## src/rtl/tile_pixel_if.sv

```systemverilog
// Pixel request/result handshake bundle for tile_pixel_pipe.
// Master drives requests and accepts results; slave is the pipeline.
interface tile_pixel_if #(
  parameter int unsigned TILE_BITS = 3,
  parameter int unsigned COLOR_W   = 12
);
  logic                 in_valid;
  logic                 in_ready;
  logic [7:0]           in_num;
  logic [TILE_BITS-1:0] in_x;
  logic [TILE_BITS-1:0] in_y;
  logic                 out_valid;
  logic                 out_ready;
  logic [COLOR_W-1:0]   out_data;

  modport master (
    output in_valid, in_num, in_x, in_y, out_ready,
    input  in_ready, out_valid, out_data
  );

  modport slave (
    input  in_valid, in_num, in_x, in_y, out_ready,
    output in_ready, out_valid, out_data
  );
endinterface

```

## src/rtl/tile_pixel_pipe.sv

```systemverilog
// Two-stage tile pixel shader: palette lookup (S1), pattern select (S2).
// Flash mode and the frame blink counter exist only with TILE_PIXEL_FLASH_EN.
module tile_pixel_pipe #(
  parameter int unsigned TILE_BITS    = 3,
  parameter int unsigned COLOR_W      = 12,
  parameter int unsigned BLINK_PERIOD = 32
) (
  input  logic               clk,
  input  logic               rst_n,
  tile_pixel_if.slave        bus,
  input  logic               frame_start,
  input  logic               pal_we,
  input  logic [4:0]         pal_addr,
  input  logic [COLOR_W-1:0] pal_wdata
);

  localparam int unsigned PAL_N   = 32;
  localparam int unsigned TILE_N  = 1 << TILE_BITS;
  localparam int unsigned Y_SPLIT = TILE_N * 5 / 8;
  localparam int unsigned BG_IDX  = 9;

  localparam logic [1:0] MODE_SOLID  = 2'b00;
  localparam logic [1:0] MODE_BOTTOM = 2'b01;
  localparam logic [1:0] MODE_BORDER = 2'b10;
  localparam logic [1:0] MODE_FLASH  = 2'b11;

  localparam logic [TILE_BITS-1:0] Y_SPLIT_T = TILE_BITS'(Y_SPLIT);
  localparam logic [TILE_BITS-1:0] EDGE_LO   = TILE_BITS'(2);
  localparam logic [TILE_BITS-1:0] EDGE_HI   = TILE_BITS'(TILE_N - 2);
  localparam logic [COLOR_W-1:0]   MAGENTA   = COLOR_W'(12'hF0F);

  function automatic logic [COLOR_W-1:0] pal_default(input int unsigned i);
    logic [11:0] c;
    case (i)
      0:  c = 12'h4AD;  1:  c = 12'hB5A;  2:  c = 12'hFD3;  3:  c = 12'h18B;
      4:  c = 12'hE93;  5:  c = 12'h6C5;  6:  c = 12'hE64;  7:  c = 12'h666;
      8:  c = 12'h666;  9:  c = 12'hFFE;  10: c = 12'hEED;  11: c = 12'h4DF;
      12: c = 12'hE6D;  13: c = 12'hFF5;  14: c = 12'h1AF;  15: c = 12'hFB6;
      16: c = 12'h8E8;  17: c = 12'hF98;
      default: c = 12'hF0F;
    endcase
    return COLOR_W'(c);
  endfunction

  logic [COLOR_W-1:0]   pal [PAL_N];
  logic                 rdy_en;
  logic                 s1_valid;
  logic [COLOR_W-1:0]   s1_fg;
  logic [COLOR_W-1:0]   s1_bg;
  logic [TILE_BITS-1:0] s1_x;
  logic [TILE_BITS-1:0] s1_y;
  logic [1:0]           s1_mode;
  logic                 s1_rsv;
  logic                 s1_adv_c;
  logic                 fg_hit_c;
  logic [COLOR_W-1:0]   pix_c;

  // Palette: reads in the same cycle as a write see the old entry.
  always_ff @(posedge clk or negedge rst_n) begin
    if (!rst_n) begin
      for (int unsigned i = 0; i < PAL_N; i++) pal[i] <= pal_default(i);
    end else if (pal_we) begin
      pal[pal_addr] <= pal_wdata;
    end
  end

`ifdef TILE_PIXEL_FLASH_EN
  localparam int unsigned CNT_W = $clog2(BLINK_PERIOD);

  logic [CNT_W-1:0] blink_cnt;
  logic             blink_phase;

  always_ff @(posedge clk or negedge rst_n) begin
    if (!rst_n)
      blink_cnt <= '0;
    else if (frame_start)
      blink_cnt <= (blink_cnt == CNT_W'(BLINK_PERIOD - 1)) ? '0 : blink_cnt + CNT_W'(1);
  end

  assign blink_phase = (blink_cnt >= CNT_W'(BLINK_PERIOD / 2));
`else
  logic unused_frame_start;
  assign unused_frame_start = frame_start;
`endif

  assign s1_adv_c     = !bus.out_valid || bus.out_ready;
  assign bus.in_ready = rdy_en && (!s1_valid || s1_adv_c);

  // S1: capture request with fg/bg colours looked up from the palette.
  always_ff @(posedge clk or negedge rst_n) begin
    if (!rst_n) begin
      rdy_en   <= 1'b0;
      s1_valid <= 1'b0;
      s1_fg    <= '0;
      s1_bg    <= '0;
      s1_x     <= '0;
      s1_y     <= '0;
      s1_mode  <= MODE_SOLID;
      s1_rsv   <= 1'b0;
    end else begin
      rdy_en <= 1'b1;
      if (bus.in_ready) begin
        s1_valid <= bus.in_valid;
        s1_fg    <= pal[bus.in_num[4:0]];
        s1_bg    <= pal[BG_IDX];
        s1_x     <= bus.in_x;
        s1_y     <= bus.in_y;
        s1_mode  <= bus.in_num[7:6];
        s1_rsv   <= bus.in_num[5];
      end
    end
  end

  // Pattern select; flash phase is the one current as the pixel enters S2.
  always_comb begin
    fg_hit_c = 1'b1;
    case (s1_mode)
      MODE_SOLID:  fg_hit_c = 1'b1;
      MODE_BOTTOM: fg_hit_c = (s1_y >= Y_SPLIT_T);
      MODE_BORDER: fg_hit_c = (s1_x < EDGE_LO) || (s1_x >= EDGE_HI) ||
                              (s1_y < EDGE_LO) || (s1_y >= EDGE_HI);
`ifdef TILE_PIXEL_FLASH_EN
      MODE_FLASH:  fg_hit_c = !blink_phase;
`else
      MODE_FLASH:  fg_hit_c = 1'b1;
`endif
      default:     fg_hit_c = 1'b1;
    endcase
    pix_c = s1_rsv ? MAGENTA : (fg_hit_c ? s1_fg : s1_bg);
  end

  // S2: output register, frozen while the consumer stalls.
  always_ff @(posedge clk or negedge rst_n) begin
    if (!rst_n) begin
      bus.out_valid <= 1'b0;
      bus.out_data  <= '0;
    end else if (s1_adv_c) begin
      bus.out_valid <= s1_valid;
      if (s1_valid) bus.out_data <= pix_c;
    end
  end

endmodule

```

## src/flat_wrapper.sv

```systemverilog
// flat-port wrapper written by rule: the top's interface ports become plain ports
module tile_pixel_pipe_flat 
#(
  parameter int unsigned TILE_BITS    = 3,
  parameter int unsigned COLOR_W      = 12,
  parameter int unsigned BLINK_PERIOD = 32
)
  (clk, rst_n, frame_start, pal_we, pal_addr, pal_wdata, bus_in_valid, bus_in_num, bus_in_x, bus_in_y, bus_out_ready, bus_in_ready, bus_out_valid, bus_out_data);
  tile_pixel_if #(.TILE_BITS(TILE_BITS), .COLOR_W(COLOR_W)) bus_i ();
  input  logic clk;
  input  logic rst_n;
  input  logic frame_start;
  input  logic pal_we;
  input  logic [4:0] pal_addr;
  input  logic [COLOR_W-1:0] pal_wdata;
  input wire logic [$bits(bus_i.in_valid)-1:0] bus_in_valid;
  input wire logic [$bits(bus_i.in_num)-1:0] bus_in_num;
  input wire logic [$bits(bus_i.in_x)-1:0] bus_in_x;
  input wire logic [$bits(bus_i.in_y)-1:0] bus_in_y;
  input wire logic [$bits(bus_i.out_ready)-1:0] bus_out_ready;
  output wire logic [$bits(bus_i.in_ready)-1:0] bus_in_ready;
  output wire logic [$bits(bus_i.out_valid)-1:0] bus_out_valid;
  output wire logic [$bits(bus_i.out_data)-1:0] bus_out_data;
  assign bus_i.in_valid = bus_in_valid;
  assign bus_i.in_num = bus_in_num;
  assign bus_i.in_x = bus_in_x;
  assign bus_i.in_y = bus_in_y;
  assign bus_i.out_ready = bus_out_ready;
  assign bus_in_ready = bus_i.in_ready;
  assign bus_out_valid = bus_i.out_valid;
  assign bus_out_data = bus_i.out_data;
  tile_pixel_pipe #(.TILE_BITS(TILE_BITS), .COLOR_W(COLOR_W), .BLINK_PERIOD(BLINK_PERIOD)) u_core (.clk(clk), .rst_n(rst_n), .bus(bus_i), .frame_start(frame_start), .pal_we(pal_we), .pal_addr(pal_addr), .pal_wdata(pal_wdata));
endmodule
```

## config.mk

```make
export PLATFORM = sky130hd
export DESIGN_NAME = tile_pixel_pipe_flat
export DESIGN_NICKNAME = d
export VERILOG_FILES = /design/src/rtl/tile_pixel_if.sv /design/src/rtl/tile_pixel_pipe.sv /design/src/flat_wrapper.sv
export SDC_FILE = /design/constraint.sdc
export NUM_CORES = 1
export LEC_CHECK = 0
export BUFFER_PORTS_ARGS = -buffer_cell sky130_fd_sc_hd__buf_2
export CORE_ASPECT_RATIO = 1.75
export CORE_UTILIZATION = 50
export DETAILED_ROUTE_END_ITERATION = 10
export PLACE_DENSITY = 0.8
export SYNTH_ARGS = -nofsm -noshare
export SYNTH_HDL_FRONTEND = slang
export SYNTH_SLANG_ARGS = --single-unit
```

## constraint.sdc

```tcl
create_clock -name clk -period 1.65 [get_ports clk]
set_input_delay 0.165 -clock clk [delete_from_list [all_inputs] [get_ports clk]]
set_output_delay 0.165 -clock clk [all_outputs]
set_load 0.02 [all_outputs]
```

==> impl_table.tex <==
\begin{tabular}{lr}
\hline
Metric & Value \\
\hline
\multicolumn{2}{l}{\textbf{Yosys}} \\
\quad Mapped Area & 20200 µm² \\
\quad Most used flip-flop cell after synthesis & sky130\_fd\_sc\_hd\_\_dfstp\_2 \\
\quad Net count of the mapped netlist & 1492 \\
\quad Share of synthesized flip-flops with an asynchronous set or reset & 100\% \\
\quad Count of state elements after synthesis & 431 \\
\quad Cell taking the most area after synthesis & sky130\_fd\_sc\_hd\_\_dfstp\_2 \\
\quad Number of flops mapped to enable cells by yosys & 0 \\
\quad Synthesized netlist cell count & 1453 \\
\quad Portion of synthesized cell area occupied by the leading cell type & 31.8\% \\
\quad Register area share after synthesis & 55.0\% \\
\quad Largest cells by area after synthesis & sky130\_fd\_sc\_hd\_\_dfstp\_2, sky130\_fd\_sc\_hd\_\_dfrtp\_1, sky130\_fd\_sc\_hd\_\_mux2\_2, sky130\_fd\_sc\_hd\_\_mux2i\_1, sky130\_fd\_sc\_hd\_\_a22oi\_1 \\
\quad Unique cell type count in the Yosys netlist & 39 \\
\quad Synthesis warning total & 0 \\
\quad Avg Inst Size Synth & 13.9 µm² \\
\multicolumn{2}{l}{\textbf{Worst setup path}} \\
\quad Worst endpoint data arrival time & 2.18 ns \\
\quad Critical path data required time & 2.09 ns \\
\quad Critical path class & reg -> reg \\
\quad Maximum fanout along the worst path & 2 \\
\quad Kind of end point of the critical path & register \\
\quad Crit start category & register \\
\multicolumn{2}{l}{\textbf{GRT}} \\
\quad Largest net degree at the start of global routing & 69 \\
\quad Met1 track utilization from global routing & 27.9\% \\
\quad Via count of the first global-routing pass & 14.2k \\
\quad Tot GR Track Use & 25.7\% \\
\quad First-pass GRT wire length & 80600 µm \\
\quad Met2 GRT Util & 48.3\% \\
\quad Overflow after GRT & 0 \\
\quad Peak-usage layer in the global routing report & met2 \\
\quad Initial antenna violation count & 0 \\
\quad Global routing usage on met3 & 2.69\% \\
\multicolumn{2}{l}{\textbf{Clocking}} \\
\quad Insertion delay to the later sink of the worst-skew pair & 0.56 ns \\
\quad Total CTS buffers & 38 \\
\quad Longest Clk Path Bufs & 3 \\
\quad Clock edge transition at the registers on the reported setup and hold paths & 0.07 ns \\
\quad CTS tree & done \\
\quad Buffer type at the clock tree root & sky130\_fd\_sc\_hd\_\_clkbuf\_16 \\
\quad Clock H-tree levels & 2 \\
\quad Sink count of the clock tree & 431 \\
\multicolumn{2}{l}{\textbf{Timing}} \\
\quad Post-route worst setup slack & -0.0943 ns \\
\quad Worst-case clock skew & 0.0212 ns \\
\quad Final worst path period need & 1.74 ns \\
\quad Final hold violation count & 0 \\
\quad Timing-limited maximum frequency & 573 MHz \\
\quad Post-route clock period utilization & 106\% \\
\quad Slew at the pin with the worst max-slew slack & 0.779 ns \\
\quad Unrepaired setup endpoints after global routing & true \\
\quad Total Neg Setup Slack & -0.138 ns \\
\quad Final-report setup violation count & 4 \\
\quad Worst-case headroom to the max-slew limit & 48.1\% \\
\quad Number of pins exceeding their max-slew limit in the final report & 0 \\
\multicolumn{2}{l}{\textbf{Floorplan}} \\
\quad Standard-cell rows & 97 \\
\quad Effective utilization at floorplan & 50.5\% \\
\quad Die footprint & 41200 µm² \\
\quad Height of the die & 268 µm \\
\quad Number of primary I/O pins & 51 \\
\quad Core footprint & 39900 µm² \\
\quad Die span in x & 154 µm \\
\multicolumn{2}{l}{\textbf{Power}} \\
\quad Power share of the combinational group & 19.1\% \\
\quad Sum of internal, switching and leakage power & 29.4 mW \\
\quad Sequential Power Share & 50.1\% \\
\quad Static Leakage & 10.5 nW \\
\quad Net switching fraction of the power & 26.9\% \\
\quad Switching power summed over all nets & 7.92 mW \\
\quad Portion of total power attributed to the clock network & 30.8\% \\
\quad Int Power & 21.5 mW \\
\quad Power density over the cells & 1240 nW/µm² \\
\quad Highest ir drop seen on vdd & 0.846 mV \\
\multicolumn{2}{l}{\textbf{Place}} \\
\quad HPWL Detailed & 34900 µm \\
\quad Number of instances in the placed design & 2031 \\
\quad Gpl congestion & 0.852 \\
\quad DP Area & 22200 µm² \\
\quad Buffers on Ports & 48 \\
\multicolumn{2}{l}{\textbf{Route}} \\
\quad Total Routed Length & 51700 µm \\
\quad Detailed Routing Iterations Pass 1 & 5 \\
\quad Drt via density & 6.03 \\
\quad Post-detailed-route count of antenna-violating nets & 0 \\
\quad Residual DRC & 0 \\
\quad Via count & 12.8k \\
\quad Mean routed wirelength per cell & 24.5 µm \\
\quad 1st-iter DRT viols & 801 \\
\multicolumn{2}{l}{\textbf{Min path}} \\
\quad Type of the worst min-delay path & in -> async \\
\multicolumn{2}{l}{\textbf{Cells and area}} \\
\quad Growth of design area from synthesis to finish & 17.7\% \\
\quad Share of final-layout standard cells stronger than drive strength 1 & 59.2\% \\
\quad Non-filler instance count after layout & 2114 \\
\quad Antenna Diode Count & 0 \\
\quad Cell area after layout & 23800 µm² \\
\quad Count of nets after finishing & 1629 \\
\multicolumn{2}{l}{\textbf{Run status}} \\
\quad Result of the run & finished with violations \\
\quad Failing checks & negative setup slack \\
\multicolumn{2}{l}{\textbf{Run}} \\
\quad Max-cap violation count & 0 \\
\hline
\end{tabular}
area by class of cell:
| class | instances | area [µm²] |
|---|---|---|
| fillers | 2949 | 16200 |
| flip-flops and latches | 431 | 11100 |
| multi-input cells | 893 | 8600 |
| repair buffers | 221 | 2170 |
| clock buffers | 59 | 1130 |
| well taps | 495 | 619 |
| clock inverters | 10 | 123 |
| inverters | 5 | 22.5 |
cells by family after synthesis:
family	after synthesis	synth area share, %
adder cells (fa/ha/maj)	2	0.124
flip-flops	431	55.0
AO/OA/AOI/OAI	172	6.88
other	1	0.0186
XOR/XNOR	1	0.0434
multiplexers	588	31.6
AND/OR/NAND/NOR	129	2.98
buffers and inverters	129	3.37
worst max-delay path, stage by stage, from the launching register on:
cell and delay, ns:
sky130_fd_sc_hd__dfstp_2 0.54, sky130_fd_sc_hd__mux2i_1 0.09, sky130_fd_sc_hd__a22o_1 0.25, sky130_fd_sc_hd__a221oi_2 0.22
sky130_fd_sc_hd__buf_4 0.19, sky130_fd_sc_hd__o22ai_2 0.06, sky130_fd_sc_hd__o41ai_2 0.29
metrics by stage:
step,hold WS [ns],utilization [%],setup slack [ns]
after floorplan,-0.131,-,0.0358
after global placement,0.116,55.6,-0.350
after detailed placement,0.118,55.6,-0.391
after CTS,0.138,59.4,-0.114
after global routing,0.146,59.5,-0.139
final,0.129,59.5,-0.0943
final timing paths:
check | slack (ns) | cells past startpoint | end | start
max | -0.09 | 6 | u_core.s1_fg[8] | u_core.pal[368]
min | 0.13 | 2 | u_core.pal[236] | rst_n
max reg2reg | -0.09 | 6 | u_core.s1_fg[8] | u_core.pal[368]
min reg2reg | 0.51 | 1 | u_core.pal[292] | u_core.pal[292]
max in group asynchronous | 0.74 | 3 | u_core.pal[144] | rst_n
min in group clk | 0.15 | 2 | u_core.pal[363] | pal_wdata[3]
metal layers:
metal	vias to the layer above	share of wire, %
met3	149	3.3
met4	0	5.9
met1	6691	37
met2	338	54
li1	5577	-
met5	-	0
registers in the layout (all words and copies together), names as in the netlist:
name and cells:
u_core.rdy_en 1, u_core.s1_rsv 1, u_core.bus.out_valid 1, u_core.s1_x 2, u_core.s1_fg 12, u_core.s1_mode 2
u_core.s1_y 3, u_core.s1_bg 12, u_core.bus.out_data 12, u_core.pal 384, u_core.s1_valid 1
synthesized netlist by cell type (2+ instances only):
master / instances
sky130_fd_sc_hd__buf_4: 10
sky130_fd_sc_hd__inv_1: 5
sky130_fd_sc_hd__clkbuf_1: 85
sky130_fd_sc_hd__a221oi_2: 7
sky130_fd_sc_hd__nor2_1: 28
sky130_fd_sc_hd__a31oi_1: 8
sky130_fd_sc_hd__dfrtp_1: 187
sky130_fd_sc_hd__and2_1: 3
sky130_fd_sc_hd__nand3_1: 10
sky130_fd_sc_hd__nand3b_1: 8
sky130_fd_sc_hd__buf_12: 5
sky130_fd_sc_hd__o41ai_2: 12
sky130_fd_sc_hd__nand2_1: 57
sky130_fd_sc_hd__or2_2: 2
sky130_fd_sc_hd__nor2b_1: 2
sky130_fd_sc_hd__dfstp_2: 244
sky130_fd_sc_hd__mux2_2: 396
sky130_fd_sc_hd__a221o_1: 4
sky130_fd_sc_hd__nor3b_1: 8
sky130_fd_sc_hd__a22o_1: 24
sky130_fd_sc_hd__buf_2: 17
sky130_fd_sc_hd__a22oi_1: 48
sky130_fd_sc_hd__nand2b_1: 3
sky130_fd_sc_hd__mux2i_1: 192
sky130_fd_sc_hd__a221oi_1: 17
sky130_fd_sc_hd__nor3_1: 5
sky130_fd_sc_hd__o21ai_0: 13
sky130_fd_sc_hd__ha_1: 2
sky130_fd_sc_hd__buf_6: 6
sky130_fd_sc_hd__a21oi_1: 25
sky130_fd_sc_hd__o22ai_1: 12
power by group through the flow:
stage,logic [mW],registers [mW],clock network (mW)
2_1_floorplan,3.57,14.6,0
3_3_place_gp,5.16,14.7,0
3_5_place_dp,5.40,14.8,0
4_1_cts,5.57,14.7,9.21
5_1_grt,6.02,15.0,9.61
6_report,5.61,14.7,9.08
layout by cell type, fill, tap and decap left out, drive strengths merged, types with 2 or more instances in the layout:
| cell | synthesis | final |
|---|---|---|
| mux2 | 396 | 396 |
| dfstp | 244 | 244 |
| buf | 39 | 210 |
| mux2i | 192 | 192 |
| dfrtp | 187 | 187 |
| clkbuf | 85 | 59 |
| nand2 | 57 | 57 |
| a22oi | 48 | 48 |
| nor2 | 28 | 28 |
| a21oi | 25 | 25 |
| a22o | 24 | 24 |
| a221oi | 24 | 24 |
| o21ai | 14 | 14 |
| o41ai | 12 | 12 |
| o22ai | 12 | 12 |
| dlygate4sd3 | 0 | 11 |
| nand3 | 10 | 10 |
| nand3b | 8 | 8 |
| nor3b | 8 | 8 |
| a31oi | 8 | 8 |
| clkinv | 0 | 6 |
| inv | 5 | 6 |
| nor3 | 5 | 5 |
| a221o | 4 | 4 |
| nand2b | 3 | 3 |
| and2 | 3 | 3 |
| or2 | 2 | 2 |
| nor2b | 2 | 2 |
| ha | 2 | 2 |
| bufinv | 0 | 2 |
what timing repair did:
item / in CTS / in global routing
setup endpoints to repair: 24 / 23
gates cloned: 0 / 1
pin swaps: 17 / 8
hold buffers: 11 / 0
setup buffers: 3 / 0
endpoints found under the hold margin: 214 / 0
gates resized for setup: 22 / 17
No activity file was read; power rests on OpenSTA's default activity.
